File: src/rtl/draw_sched_pkg.sv
// Shared types for the framebuffer draw scheduler: FSM state encoding and source index.
package draw_sched_pkg;

  localparam int DRAW_SCHED_MAX_SOURCES = 16;

  typedef enum logic [2:0] {
    S_IDLE,
    S_FIND,
    S_GRANT,
    S_WAIT_START,
    S_WAIT_END,
    S_DONE
  } draw_sched_state_t;

  typedef logic [$clog2(DRAW_SCHED_MAX_SOURCES)-1:0] draw_sched_src_idx_t;

endpackage

File: src/rtl/draw_sched_prio_enc.sv
// Combinational lowest-set-bit encoder; picks the next source to grant from the pending mask.
module draw_sched_prio_enc
  import draw_sched_pkg::*;
#(
  parameter int NUM_SOURCES = 4,
  parameter int SEL_WIDTH   = 2
) (
  input  logic [NUM_SOURCES-1:0] mask,
  output logic [SEL_WIDTH-1:0]   idx,
  output logic                   valid
);

  draw_sched_src_idx_t first;

  // Scan from the top so the last hit (the lowest index) wins.
  always_comb begin
    first = '0;
    valid = 1'b0;
    for (int i = NUM_SOURCES - 1; i >= 0; i--) begin
      if (mask[i]) begin
        first = draw_sched_src_idx_t'(i);
        valid = 1'b1;
      end
    end
    idx = SEL_WIDTH'(first);
  end

endmodule

File: src/rtl/draw_scheduler.sv
// Grants the shared framebuffer write bus to enabled draw sources in index order, once per frame.
// Define DRAW_SCHED_DOUBLE_BUFFER_EN to toggle buffer_sel on every frame_done.
module draw_scheduler
  import draw_sched_pkg::*;
#(
  parameter int NUM_SOURCES   = 4,
  parameter int SEL_WIDTH     = 2,
  parameter int START_TIMEOUT = 16,
  parameter int CNT_WIDTH     = 8
) (
  input  logic                   clk,
  input  logic                   reset,
  input  logic                   frame_start,
  input  logic [NUM_SOURCES-1:0] src_enable,
  input  logic                   write_active,
  output logic [SEL_WIDTH-1:0]   write_source_sel,
  output logic                   write_awaited,
  output logic                   busy,
  output logic                   frame_done,
  output logic [NUM_SOURCES-1:0] timeout_err,
  output logic                   frame_overrun,
  output logic                   buffer_sel
);

  draw_sched_state_t      state_q, state_d;
  logic [NUM_SOURCES-1:0] mask_q, mask_d;
  logic                   pending_q, pending_d;
  logic [CNT_WIDTH-1:0]   cnt_q, cnt_d;
  logic [SEL_WIDTH-1:0]   sel_q, sel_d;
  logic                   awaited_q, awaited_d;
  logic                   done_q, done_d;
  logic                   busy_q, busy_d;
  logic [NUM_SOURCES-1:0] err_q, err_d;
  logic                   ovr_q, ovr_d;

  logic [SEL_WIDTH-1:0]   enc_idx;
  logic                   enc_valid;

  draw_sched_prio_enc #(
    .NUM_SOURCES (NUM_SOURCES),
    .SEL_WIDTH   (SEL_WIDTH)
  ) u_prio_enc (
    .mask  (mask_q),
    .idx   (enc_idx),
    .valid (enc_valid)
  );

  always_comb begin
    state_d   = state_q;
    mask_d    = mask_q;
    pending_d = pending_q;
    cnt_d     = cnt_q;
    sel_d     = sel_q;
    err_d     = err_q;
    ovr_d     = ovr_q;
    awaited_d = (state_q == S_GRANT);
    done_d    = (state_q == S_DONE);
    busy_d    = (state_q != S_IDLE);

    // Overruns collapse into one pending frame; DONE consumes it below.
    if (frame_start && state_q != S_IDLE) begin
      ovr_d     = 1'b1;
      pending_d = 1'b1;
    end

    case (state_q)
      S_IDLE: begin
        if (frame_start) begin
          mask_d  = src_enable;
          state_d = S_FIND;
        end
      end
      S_FIND: begin
        if (!enc_valid) begin
          state_d = S_DONE;
        end else begin
          sel_d   = enc_idx;
          mask_d  = mask_q & (mask_q - NUM_SOURCES'(1));
          state_d = S_GRANT;
        end
      end
      S_GRANT: begin
        cnt_d   = '0;
        state_d = S_WAIT_START;
      end
      S_WAIT_START: begin
        if (write_active) begin
          state_d = S_WAIT_END;
        end else if (cnt_q == CNT_WIDTH'(START_TIMEOUT - 1)) begin
          err_d   = err_q | (NUM_SOURCES'(1) << sel_q);
          state_d = S_FIND;
        end else begin
          cnt_d = cnt_q + CNT_WIDTH'(1);
        end
      end
      S_WAIT_END: begin
        if (!write_active) state_d = S_FIND;
      end
      S_DONE: begin
        if (pending_q || frame_start) begin
          pending_d = 1'b0;
          mask_d    = src_enable;
          state_d   = S_FIND;
        end else begin
          state_d = S_IDLE;
        end
      end
      default: state_d = S_IDLE;
    endcase
  end

  always_ff @(posedge clk) begin
    if (reset) begin
      state_q   <= S_IDLE;
      mask_q    <= '0;
      pending_q <= 1'b0;
      cnt_q     <= '0;
      sel_q     <= '0;
      awaited_q <= 1'b0;
      done_q    <= 1'b0;
      busy_q    <= 1'b0;
      err_q     <= '0;
      ovr_q     <= 1'b0;
    end else begin
      state_q   <= state_d;
      mask_q    <= mask_d;
      pending_q <= pending_d;
      cnt_q     <= cnt_d;
      sel_q     <= sel_d;
      awaited_q <= awaited_d;
      done_q    <= done_d;
      busy_q    <= busy_d;
      err_q     <= err_d;
      ovr_q     <= ovr_d;
    end
  end

`ifdef DRAW_SCHED_DOUBLE_BUFFER_EN
  logic buf_q, buf_d;

  // Flips on the same edge that raises frame_done.
  always_comb buf_d = buf_q ^ (state_q == S_DONE);

  always_ff @(posedge clk) begin
    if (reset) buf_q <= 1'b0;
    else       buf_q <= buf_d;
  end

  assign buffer_sel = buf_q;
`else
  assign buffer_sel = 1'b0;
`endif

  assign write_source_sel = sel_q;
  assign write_awaited    = awaited_q;
  assign busy             = busy_q;
  assign frame_done       = done_q;
  assign timeout_err      = err_q;
  assign frame_overrun    = ovr_q;

endmodule

File: config.mk
export PLATFORM = sky130hd
export DESIGN_NAME = draw_scheduler
export DESIGN_NICKNAME = d
export VERILOG_FILES = /design/src/rtl/draw_sched_pkg.sv /design/src/rtl/draw_sched_prio_enc.sv /design/src/rtl/draw_scheduler.sv
export SDC_FILE = /design/constraint.sdc
export NUM_CORES = 1
export LEC_CHECK = 0
export ABC_AREA = 1
export BUFFER_PORTS_ARGS = -buffer_cell sky130_fd_sc_hd__buf_2
export CAP_MARGIN = 20
export CORE_UTILIZATION = 40
export DETAILED_ROUTE_END_ITERATION = 8
export PLACE_DENSITY = 0.67
export SYNTH_ARGS = -nofsm -noshare
export SYNTH_HDL_FRONTEND = slang
export SYNTH_SLANG_ARGS = --single-unit
File: constraint.sdc
create_clock -name clk -period 3.9 [get_ports clk]
set_clock_uncertainty 0.2 [all_clocks]
set_input_delay 0.39 -clock clk [delete_from_list [all_inputs] [get_ports clk]]
set_output_delay 0.39 -clock clk [all_outputs]
set_load 0.005 [all_outputs]
==> flow_metrics.py, run 1 <==
metrics = {
    "cts": {
        "ctsResizeCount": 0,
        "clock_sinks": 26,
        "clkLatencyLatePin_ns": 0.32,
        "cts_hold_buffers": 0,
        "cts_buffer_depth": 2,
        "cts_root_buffer": "clkbuf_4",
        "clk_pin_slew_worst_paths_ns": 0.14,
        "cts_tree": "built",
        "htreeDepth": 1,
        "cts_buffers": 3,
        "postCtsSetupRepairBufs": 0,
    },
    "final_layout": {
        "fin_util_pct": 48.5,
        "fin_nets": 227,
        "drive_above_1_share_pct": 20.3,
        "final_cell_count_no_fill": 261,
        "finalInstanceArea_um2": 1530,
        "n_antenna_cell": 0,
        "areaGrowthSynthToFinish_pct": 10.9,
    },
    "floorplanning": {
        "die-width_um": 60.7,
        "num_rows": 20,
        "die_area_um2": 3690,
        "start_util_pct": 43.8,
        "core_area_um2": 3150,
        "ioPinCount": 19,
        "dieHeight_um": 60.7,
    },
    "pwr": {
        "power_switching_share_pct": 42.2,
        "p_comb_share_pct": 42.0,
        "internal_power_w": 0.000504,
        "power_switching_w": 0.000368,
        "vdd_drop_max_mv": 0.399,
        "pwr-share-clk_pct": 15.6,
        "seqPwrFrac_pct": 42.4,
        "p_leak_nw": 0.662,
        "cellPowerDensity_nw_per_um2": 570,
    },
    "yosys": {
        "synth_warnings": 0,
        "synth_area_leaders": "dfxtp_1, nand2_1, nor2_1",
        "post-synth-top-area-fraction_pct": 37.7,
        "netlist_instances": 200,
        "yosysSeqAreaShare_pct": 37.7,
        "avgSynthCellArea_um2": 6.90,
        "ys_types": 32,
        "synth_top_area_cell": "dfxtp_1",
        "netlist_area_um2": 1380,
        "synth_nets": 209,
        "ys_seq_elements": 26,
    },
    "worst_setup_path": {
        "path_max_fanout": 8,
        "worst-setup-path-type": "reg2reg",
        "critPathLaunchType": "flop",
        "critical_path.top_delay_family": "simple AND/OR/NAND/NOR gates",
        "critPathMaxStageDelay_ns": 0.59,
        "slowest_stage": "dfxtp_1",
        "crit_top_cell": "nand2_2",
        "path_cells": "nand2_2, nor2_2, nand2_2, nor2_4, nand2_2, o21ai_0, nor2_1",
        "crit_required_ns": 3.93,
        "critPathBufInv": 0,
        "endpoint_kind": "flop",
        "arrival_ns": 1.75,
    },
    "run_status": {
        "status": "finished clean",
    },
    "sta": {
        "setup_viol": 0,
        "timing.final.crit_period_ns": 1.72,
        "rsz0062_at_grt": "no",
        "hold_ws_ns": 0.139,
        "finalCritPeriodShare_pct": 44.1,
        "hold_violations": 0,
        "setup_tns_ns": 0,
        "max_freq_mhz": 582,
        "slew_violations": 0,
    },
    "detailed_routing": {
        "drt_wl_total_mm": 2.74,
        "wl_per_cell_um": 10.5,
        "postRouteAntennaNets": 0,
        "drt_first_pass_iters": 4,
        "routed_via_density": 4.80,
        "drt_iter0_markers": 88,
        "via_count": 1254,
        "drc": 0,
    },
    "grt": {
        "grt_pass1_wl_mm": 4.66,
        "antenna_found_initial": 0,
        "track_usage_pct": 16.9,
        "grt_max_degree": 19,
        "grt_pass1_vias": 1088,
        "overflow": 0,
    },
    "run": {
        "cap_violations": 0,
    },
    "placed_design": {
        "gp_congestion": 0.876,
        "placed_cells": 257,
        "post-dp-hpwl_mm": 2.08,
        "dpl_cell_area_um2": 1490,
        "port_buffers": 17,
    },
    "min_path": {
        "hold_path.class": "in2reg",
    },
}
==> routing by layer <==
layer  part of all wire, %  GRT usage [%]  up-vias
met5                     0              0        -
met4                     0           3.25        0
met3                   4.6           5.33        0
met2                    43           24.5       29
met1                    53           24.6      556
li1                      -              -      669
==> placed cells by master (no fill, tap or decap) <==
cell type   n
nor3_4      1
nor2_4      3
a21oi_1    14
nor2_2      3
nand2_1    40
nor3_1      1
nand3_4     1
a211oi_1    1
or2_2       1
a31oi_1     1
dfxtp_1    26
o21ai_2     1
nand3b_2    1
ha_1        1
xor2_1      2
o21ai_0     6
nand3_2     1
conb_1      1
clkbuf_8    1
o31ai_1     2
nand2_4     1
clkbuf_4    3
o21a_1      1
nor2_1     35
nand3_1    18
inv_1      23
nand4_1     1
buf_2      17
inv_2       3
nand2_2     5
a21oi_2     2
==> power groups by stage <==
| stage | sequential (W) | combinational (W) | clock [W] |
|---|---|---|---|
| 2_1_floorplan | 0.000359 | 0.000310 | 0 |
| 3_3_place_gp | 0.000377 | 0.000368 | 0 |
| 3_5_place_dp | 0.000377 | 0.000367 | 0 |
| 4_1_cts | 0.000370 | 0.000368 | 0.000142 |
| 5_1_grt | 0.000379 | 0.000414 | 0.000156 |
| 6_report | 0.000370 | 0.000366 | 0.000136 |
==> worst min-delay path, delay by kind of cell <==
kind,cells,cell delay (ns)
and+or+nand+nor,1,0.09
AOI/OAI and AO/OA,1,0.05
buffers and inverters,1,0.10
==> cells in the mapped netlist <==
library cell and instances:
nor3_4 1, o21a_1 1, nand3_2 1, nand3b_2 1, clkbuf_1 1, nor2_4 3
buf_6 1, conb_1 1, nand3_4 1, o21ai_0 6, buf_4 1, xor2_1 2
o21ai_2 1, nand4_1 1, a21oi_2 2, inv_1 23, a31oi_1 1, nand2_2 5
nand2_4 1, inv_2 3, dfxtp_1 26, or2_2 1, ha_1 1, o31ai_1 2
a21oi_1 14, nor2_2 3, buf_1 1, nor3_1 1, a211oi_1 1, nor2_1 35
nand2_1 40, nand3_1 18
==> area by class of cell <==
cell class | instances | area [um^2]
well taps | 44 | 55.1
multi-input cells | 144 | 736
flip-flops and latches | 26 | 520
inverters | 26 | 97.6
repair buffers | 17 | 85.1
clock buffers | 4 | 36.3
fillers | 337 | 1620
==> flip-flops by register name (all words and copies together) (netlist names) <==
| signal | flops |
|---|---|
| cnt_q | 8 |
| mask_q | 4 |
| timeout_err | 4 |
| state_q | 3 |
| write_source_sel | 2 |
| busy | 1 |
| frame_done | 1 |
| frame_overrun | 1 |
| pending_q | 1 |
| write_awaited | 1 |
==> path summary, 6_finish.rpt <==
kind / start / endpoint / slack, ns / depth (start not counted)
max: state_q[0] / cnt_q[6] / 2.18 / 7
min: src_enable[0] / mask_q[0] / 0.14 / 3
max reg2reg: state_q[0] / cnt_q[6] / 2.18 / 7
min reg2reg: timeout_err[0] / timeout_err[0] / 0.26 / 2
==> logic make-up (layout without fill, tap and decap cells) <==
group / count (synthesis) / count (layout) / synth area share, %
adder cells (fa/ha/maj): 1 / 1 / 0.906
AO/OA/AOI/OAI: 28 / 28 / 11.8
other: 1 / 1 / 0.272
buffers and inverters: 30 / 47 / 8.97
XOR/XNOR: 2 / 2 / 1.27
flip-flops: 26 / 26 / 37.7
AND/OR/NAND/NOR: 112 / 112 / 39.1
==> per-stage QoR <==
stage | power (W) | worst slack [ns]
after floorplan | 0.000669 | 2.39
after global placement | 0.000744 | 2.22
after detailed placement | 0.000743 | 2.19
after CTS | 0.000880 | 2.17
after global routing | 0.000949 | 2.00
final | 0.000873 | 2.18
Power figures use the tool's default switching activity.
==> inputs of run 2 (changes only) <==
- ABC_AREA: 1 -> 0
- PLACE_DENSITY: 0.67 -> 0.7
- clock period: 3.9 -> 1.4 ns (I/O delays scaled with it)
==> run 2 against run 1 <==
Net effect:
- the flow now finishes with violations (setup timing)
- largest power group is now combinational cells
- hold slack worse by 0.10 ns
- highest routed layer is now met4
- area after synthesis down 13%
- routed wire length up 19%
- critical path type unchanged
==> flow_metrics.py, run 2 <==
metrics = {
    "min_path": {
        "hold_depth": 2,
        "hold_path.class": "in2reg",
    },
    "pwr": {
        "p_leak_nw": 0.766,
        "pwr-share-clk_pct": 16.1,
        "p_comb_share_pct": 53.9,
        "seqPwrFrac_pct": 30.0,
        "power_switching_share_pct": 35.2,
        "internal_power_w": 0.00209,
        "vdd_drop_max_mv": 1.01,
        "power_switching_w": 0.00114,
        "cellPowerDensity_nw_per_um2": 1730,
    },
    "detailed_routing": {
        "postRouteAntennaNets": 0,
        "wl_per_cell_um": 14.8,
        "drt_iter0_markers": 39,
        "drc": 0,
        "via_count": 1237,
        "drt_first_pass_iters": 4,
        "drt_wl_total_mm": 3.27,
        "routed_via_density": 5.60,
    },
    "worst_setup_path": {
        "critPathBufInv": 0,
        "endpoint_kind": "flop",
        "critical_path.top_delay_family": "simple AND/OR/NAND/NOR gates",
        "crit_required_ns": 1.48,
        "slowest_stage": "or4bb_4",
        "critPathLaunchType": "flop",
        "r2r_cells": 4,
        "critPathMaxStageDelay_ns": 0.57,
        "cp_num_cells": 4,
        "path_cells": "or4bb_4, nor3_4, mux2_4, nor2_1",
        "arrival_ns": 1.79,
        "worst-setup-path-type": "reg2reg",
        "path_max_fanout": 4,
    },
    "sta": {
        "max_freq_mhz": 584,
        "hold_violations": 0,
        "setup_viol": 21,
        "rsz0062_at_grt": "yes",
        "finalCritPeriodShare_pct": 122,
        "slew_violations": 0,
        "final.setup.worst_slack_ns": -0.312,
        "timing.final.crit_period_ns": 1.71,
    },
    "yosys": {
        "ys_seq_elements": 26,
        "synth_edf_count": 0,
        "post-synth-top-count-cell": "dfxtp_1",
        "post-synth-top-area-fraction_pct": 43.3,
        "netlist_area_um2": 1200,
        "yosysSeqAreaShare_pct": 43.3,
        "netlist_instances": 138,
        "synth_area_leaders": "dfxtp_1, a21oi_1, nor2_1",
        "synth_nets": 147,
        "synth_flop_cell": "dfxtp_1",
        "synth_top_area_cell": "dfxtp_1",
        "ys_types": 44,
        "avgSynthCellArea_um2": 8.70,
        "synth_common_cells": "dfxtp_1, nor2_1, a21oi_1",
        "async_flop_share_pct": 0,
        "synth_warnings": 0,
    },
    "floorplanning": {
        "start_util_pct": 42.8,
        "ioPinCount": 19,
        "die-width_um": 56.8,
        "dieHeight_um": 56.8,
        "core_area_um2": 2810,
        "num_rows": 19,
        "die_area_um2": 3230,
    },
    "final_layout": {
        "drive_above_1_share_pct": 48.4,
        "final_common_cell": "buf_4",
        "regMostFlops": "cnt_q",
        "areaGrowthSynthToFinish_pct": 55.1,
        "n_antenna_cell": 0,
        "largest_reg_flops": 8,
        "final_cell_count_no_fill": 221,
        "mostFrequentLayoutCells": "buf_4, dfxtp_1, buf_2",
        "fin_nets": 200,
        "finalInstanceArea_um2": 1860,
    },
    "placed_design": {
        "post-dp-hpwl_mm": 1.98,
        "gp_congestion": 0.768,
        "dpl_cell_area_um2": 1560,
        "dp_slack_ns": -0.262,
        "placed_cells": 205,
        "port_buffers": 17,
    },
    "grt": {
        "antenna_found_initial": 0,
        "grt_pass1_vias": 1128,
        "grt_pass1_wl_mm": 4.86,
        "overflow": 0,
        "track_usage_pct": 19.3,
        "grt_max_degree": 24,
    },
    "cts": {
        "clock_sinks": 26,
        "cts_tree": "built",
        "clkLatencyLatePin_ns": 0.32,
        "cts_root_buffer": "clkbuf_4",
        "htreeDepth": 1,
        "cts_buffer_depth": 2,
        "cts_buffers": 3,
        "clk_pin_slew_worst_paths_ns": 0.14,
    },
    "run_status": {
        "status": "complete, but fails checks",
        "failed_checks": "setup timing",
    },
    "run": {
        "cap_violations": 0,
    },
}
[run 2: changes by cell type after synthesis, moves of 4 or more]
cell | before | now
nand2_1 | 40 | 8
nor2_1 | 35 | 15
inv_1 | 23 | 4
nand3_1 | 18 | 3
nand2_2 | 5 | 0
a41oi_1 | 0 | 4
[run 2: per-stage QoR]
| step | total power (W) | TNS, ns | utilization (%) | hold slack [ns] |
|---|---|---|---|---|
| after global placement | 0.00222 | -3.21 | 55.6 | 0.199 |
| after CTS | 0.00299 | -4.06 | 62.7 | 0.0101 |
| final | 0.00323 | -3.90 | 66.4 | 0.0349 |
| after floorplan | 0.00177 | -1.79 | - | 0.00420 |
| after detailed placement | 0.00225 | -3.70 | 55.6 | 0.204 |
| after global routing | 0.00340 | -4.89 | 66.4 | 0.0408 |
[run 2: layer usage]
| metal | track usage, % | wire [um] | part of all wire, % |
|---|---|---|---|
| met5 | 0 | 0 | 0 |
| met4 | 6.27 | 43 | 1.3 |
| met3 | 2.07 | 68 | 2.1 |
| met2 | 38.1 | 1820 | 56 |
| met1 | 21.1 | 1330 | 41 |
[run 2: power by group through the flow]
stage	registers [W]	logic (W)	clock network [W]
CTS	0.000968	0.00149	0.000533
global placement	0.000970	0.00125	0
detailed placement	0.000978	0.00127	0
floorplan	0.00101	0.000753	0
finish	0.000970	0.00174	0.000519
global route	0.000985	0.00186	0.000554
[run 2: final cells by class]
cell class,count,area (um^2)
Clock buffer,3,22.5
Multi-Input combinational cell,101,801
Timing Repair Buffer,55,429
Fill cell,231,942
Sequential cell,26,527
Clock inverter,1,30.0
Inverter,4,15.0
Tap cell,31,38.8
[run 2: path summary, 6_finish.rpt]
path | startpoint | endpoint | slack, ns
max | state_q[0] | cnt_q[6] | -0.31
min | reset | frame_overrun | 0.03
min reg2reg | frame_overrun | frame_overrun | 0.29
max reg2reg | state_q[0] | cnt_q[6] | -0.31
[run 2: what timing repair did]
action	4_1_cts	5_1_grt
resized for setup	23	16
setup endpoints to repair	23	24
hold endpoints to repair	6	0
buffers inserted	3	6
pin swaps	17	13
hold buffers	5	0
[run 2: worst register-to-register path, cell delays in order, from the launching register on]
cell     delay, ns
dfxtp_2       0.36
or4bb_4       0.57
nor3_4        0.15
mux2_4        0.31
nor2_1        0.07
[run 2: cells by family (layout without fill, tap and decap cells)]
kind of cell / after synthesis / after routing / synth area share, %
simple gates: 53 / 53 / 24.7
compound gates: 42 / 42 / 23.6
flops: 26 / 26 / 43.3
buf+inv: 11 / 63 / 3.85
xor+xnor: 3 / 3 / 2.19
fa+ha+maj: 1 / 1 / 1.04
other cells: 1 / 1 / 0.312
mux: 1 / 1 / 0.937
==> inputs of run 3 (changes only) <==
- BUFFER_PORTS_ARGS: -buffer_cell sky130_fd_sc_hd__buf_2 -> -buffer_cell sky130_fd_sc_hd__clkbuf_2
- CTS_CLUSTER_DIAMETER: unset -> 150
- GPL_TIMING_DRIVEN: unset -> 0
==> run 3 against run 2 <==
Net effect:
- power grew 3.9%
- setup slack lost 0.0024 ns
- die area is the same
- final area shrank 0.54%
- critical path type unchanged
- hold slack gained 0.031 ns
- largest cell class unchanged
- clock power grew 5.4%
- critical path depth is the same
- the flow still finishes with violations (setup timing)
- non-clock buffer count shrank 6
- final cell count shrank 2.7%
- clock-buffer cell count is the same
- routed wire length grew 3.6%
- global-route usage grew 1.5 points
==> flow_metrics.py, run 3 (synthesis gave the netlist of run 2 again) <==
metrics = {
    "final_layout": {
        "fin_nets": 194,
        "mostFrequentLayoutCells": "dfxtp_1, clkbuf_2, nor2_1, buf_4, a21oi_1",
        "areaGrowthSynthToFinish_pct": 54.3,
        "drive_above_1_share_pct": 47.8,
        "largest_reg_flops": 8,
        "n_antenna_cell": 0,
        "regMostFlops": "cnt_q",
    },
    "sta": {
        "relSlewSlack_pct": 55.8,
        "slew_violations": 0,
        "final.setup.worst_slack_ns": -0.315,
        "max_freq_mhz": 583,
        "setup_viol": 21,
        "worst-slew-pin-transition_ns": 0.663,
        "hold_ws_ns": 0.0656,
        "finalCritPeriodShare_pct": 122,
        "timing.final.crit_period_ns": 1.71,
        "rsz0062_at_grt": "yes",
        "hold_violations": 0,
    },
    "grt": {
        "grt_max_degree": 16,
        "grt_pass1_wl_mm": 5.10,
        "grt_pass1_vias": 1127,
        "antenna_found_initial": 0,
        "track_usage_pct": 20.8,
        "overflow": 0,
    },
    "placed_design": {
        "gp_congestion": 0.823,
        "dp_slack_ns": -0.318,
        "post-dp-hpwl_mm": 1.86,
        "port_buffers": 17,
    },
    "worst_setup_path": {
        "r2r_cells": 4,
        "critPathLaunchType": "flop",
        "critPathMaxStageDelay_ns": 0.56,
        "path_max_fanout": 4,
        "crit_required_ns": 1.49,
        "slowest_stage": "or4bb_4",
        "path_cells": "or4bb_4, nor3_4, mux2_4, nor2_1",
        "critPathBufInv": 0,
        "crit-reg2reg-launch": "state_q[2]",
        "worst-setup-path-type": "reg2reg",
        "critical_path.top_delay_family": "simple AND/OR/NAND/NOR gates",
        "arrival_ns": 1.81,
        "rrSetupSlack_ns": -0.31,
        "r2r_end": "cnt_q[6]",
        "endpoint_kind": "flop",
    },
    "detailed_routing": {
        "postRouteAntennaNets": 0,
        "drt_iter0_markers": 50,
        "routed_via_density": 5.79,
        "drc": 0,
        "via_count": 1245,
        "drt_first_pass_iters": 5,
        "drt_wl_total_mm": 3.38,
        "wl_per_cell_um": 15.7,
    },
    "cts": {
        "clkLatencyLatePin_ns": 0.34,
        "clk_pin_slew_worst_paths_ns": 0.16,
        "clock_sinks": 26,
        "htreeDepth": 1,
        "cts_buffers": 3,
        "cts_tree": "built",
        "cts_buffer_depth": 2,
        "cts_root_buffer": "clkbuf_4",
    },
    "run_status": {
        "status": "complete, but fails checks",
        "failed_checks": "setup timing",
    },
    "min_path": {
        "holdCritStartpoint": "write_active",
        "min_to": "state_q[0]",
        "hold_path.class": "in2reg",
        "hold_depth": 4,
    },
    "pwr": {
        "p_leak_nw": 0.730,
        "cellPowerDensity_nw_per_um2": 1810,
        "power_w": 0.00336,
        "vdd_drop_max_mv": 1.16,
    },
    "floorplanning": {
        "start_util_pct": 42.8,
        "core_area_um2": 2810,
        "num_rows": 19,
        "ioPinCount": 19,
        "die_area_um2": 3230,
        "dieHeight_um": 56.8,
        "die-width_um": 56.8,
    },
    "run": {
        "cap_violations": 0,
    },
}
## run 3: cell types whose count changed in the layout (fill, tap and decap cells not counted), moves of 2 or more
cell	before	now
buf_4	25	13
a21oi_2	5	2
a21oi_1	8	11
o21ai_0	3	1
o21ai_2	1	4
dfxtp_2	5	8
dfxtp_1	21	17
clkbuf_1	0	2
buf_6	5	8
buf_2	17	0
clkbuf_2	0	17
## run 3: area by class of cell
| class | instances | area [um^2] |
|---|---|---|
| Buffer | 6 | 66.3 |
| Clock buffer | 3 | 22.5 |
| Clock inverter | 1 | 30.0 |
| Fill cell | 219 | 952 |
| Inverter | 4 | 15.0 |
| Multi-Input combinational cell | 101 | 812 |
| Sequential cell | 26 | 534 |
| Tap cell | 31 | 38.8 |
| Timing Repair Buffer | 43 | 334 |
## run 3: what timing repair did
action                                  4_1_cts  5_1_grt
hold endpoints to repair                     13        0
hold buffers                                  6        0
gates resized for setup                      35       15
gates cloned                                  0        0
setup buffers                                18        2
pin swaps                                    16       10
endpoints found under the setup margin       21       23
## run 3: how the worst max path moves through the flow
stage,startpoint,endpoint,cells after the start
after detailed placement,state_q[0],cnt_q[6],4
after CTS,mask_q[0],state_q[0],3
final,state_q[2],cnt_q[6],4
after global routing,mask_q[0],state_q[0],3
after floorplan,state_q[2],cnt_q[6],4
after global placement,state_q[2],cnt_q[6],4
## run 3: worst min-delay path, cell delays in order
cell	delay, ns
clkbuf_2	0.13
nand2_2	0.07
a21oi_1	0.17
a2111oi_2	0.06
## run 3: through the flow
step	instances	setup TNS [ns]	area (um^2)	util (%)
after floorplan	138	-1.79	1270	-
final	215	-4.40	1850	66.1
after global routing	215	-5.42	1850	66.1
after CTS	213	-3.90	1770	62.9
after global placement	186	-3.44	1390	49.7
after detailed placement	186	-3.93	1390	49.7
## run 3: power breakdown
group / switching [W] / internal (W)
sequential: 0.000130 / 0.000895
clock: 0.000257 / 0.000290
combinational: 0.000845 / 0.000938
## run 3: routing by layer
layer / vias to the layer above / routed length [um] / share of wire (%) / global-route usage (%)
li1: 611 / - / - / -
met1: 595 / 1450 / 43 / 24.5
met2: 28 / 1760 / 52 / 35.5
met3: 11 / 79 / 2.3 / 2.76
met4: 0 / 91 / 2.7 / 12.9
met5: - / 0 / 0 / 0
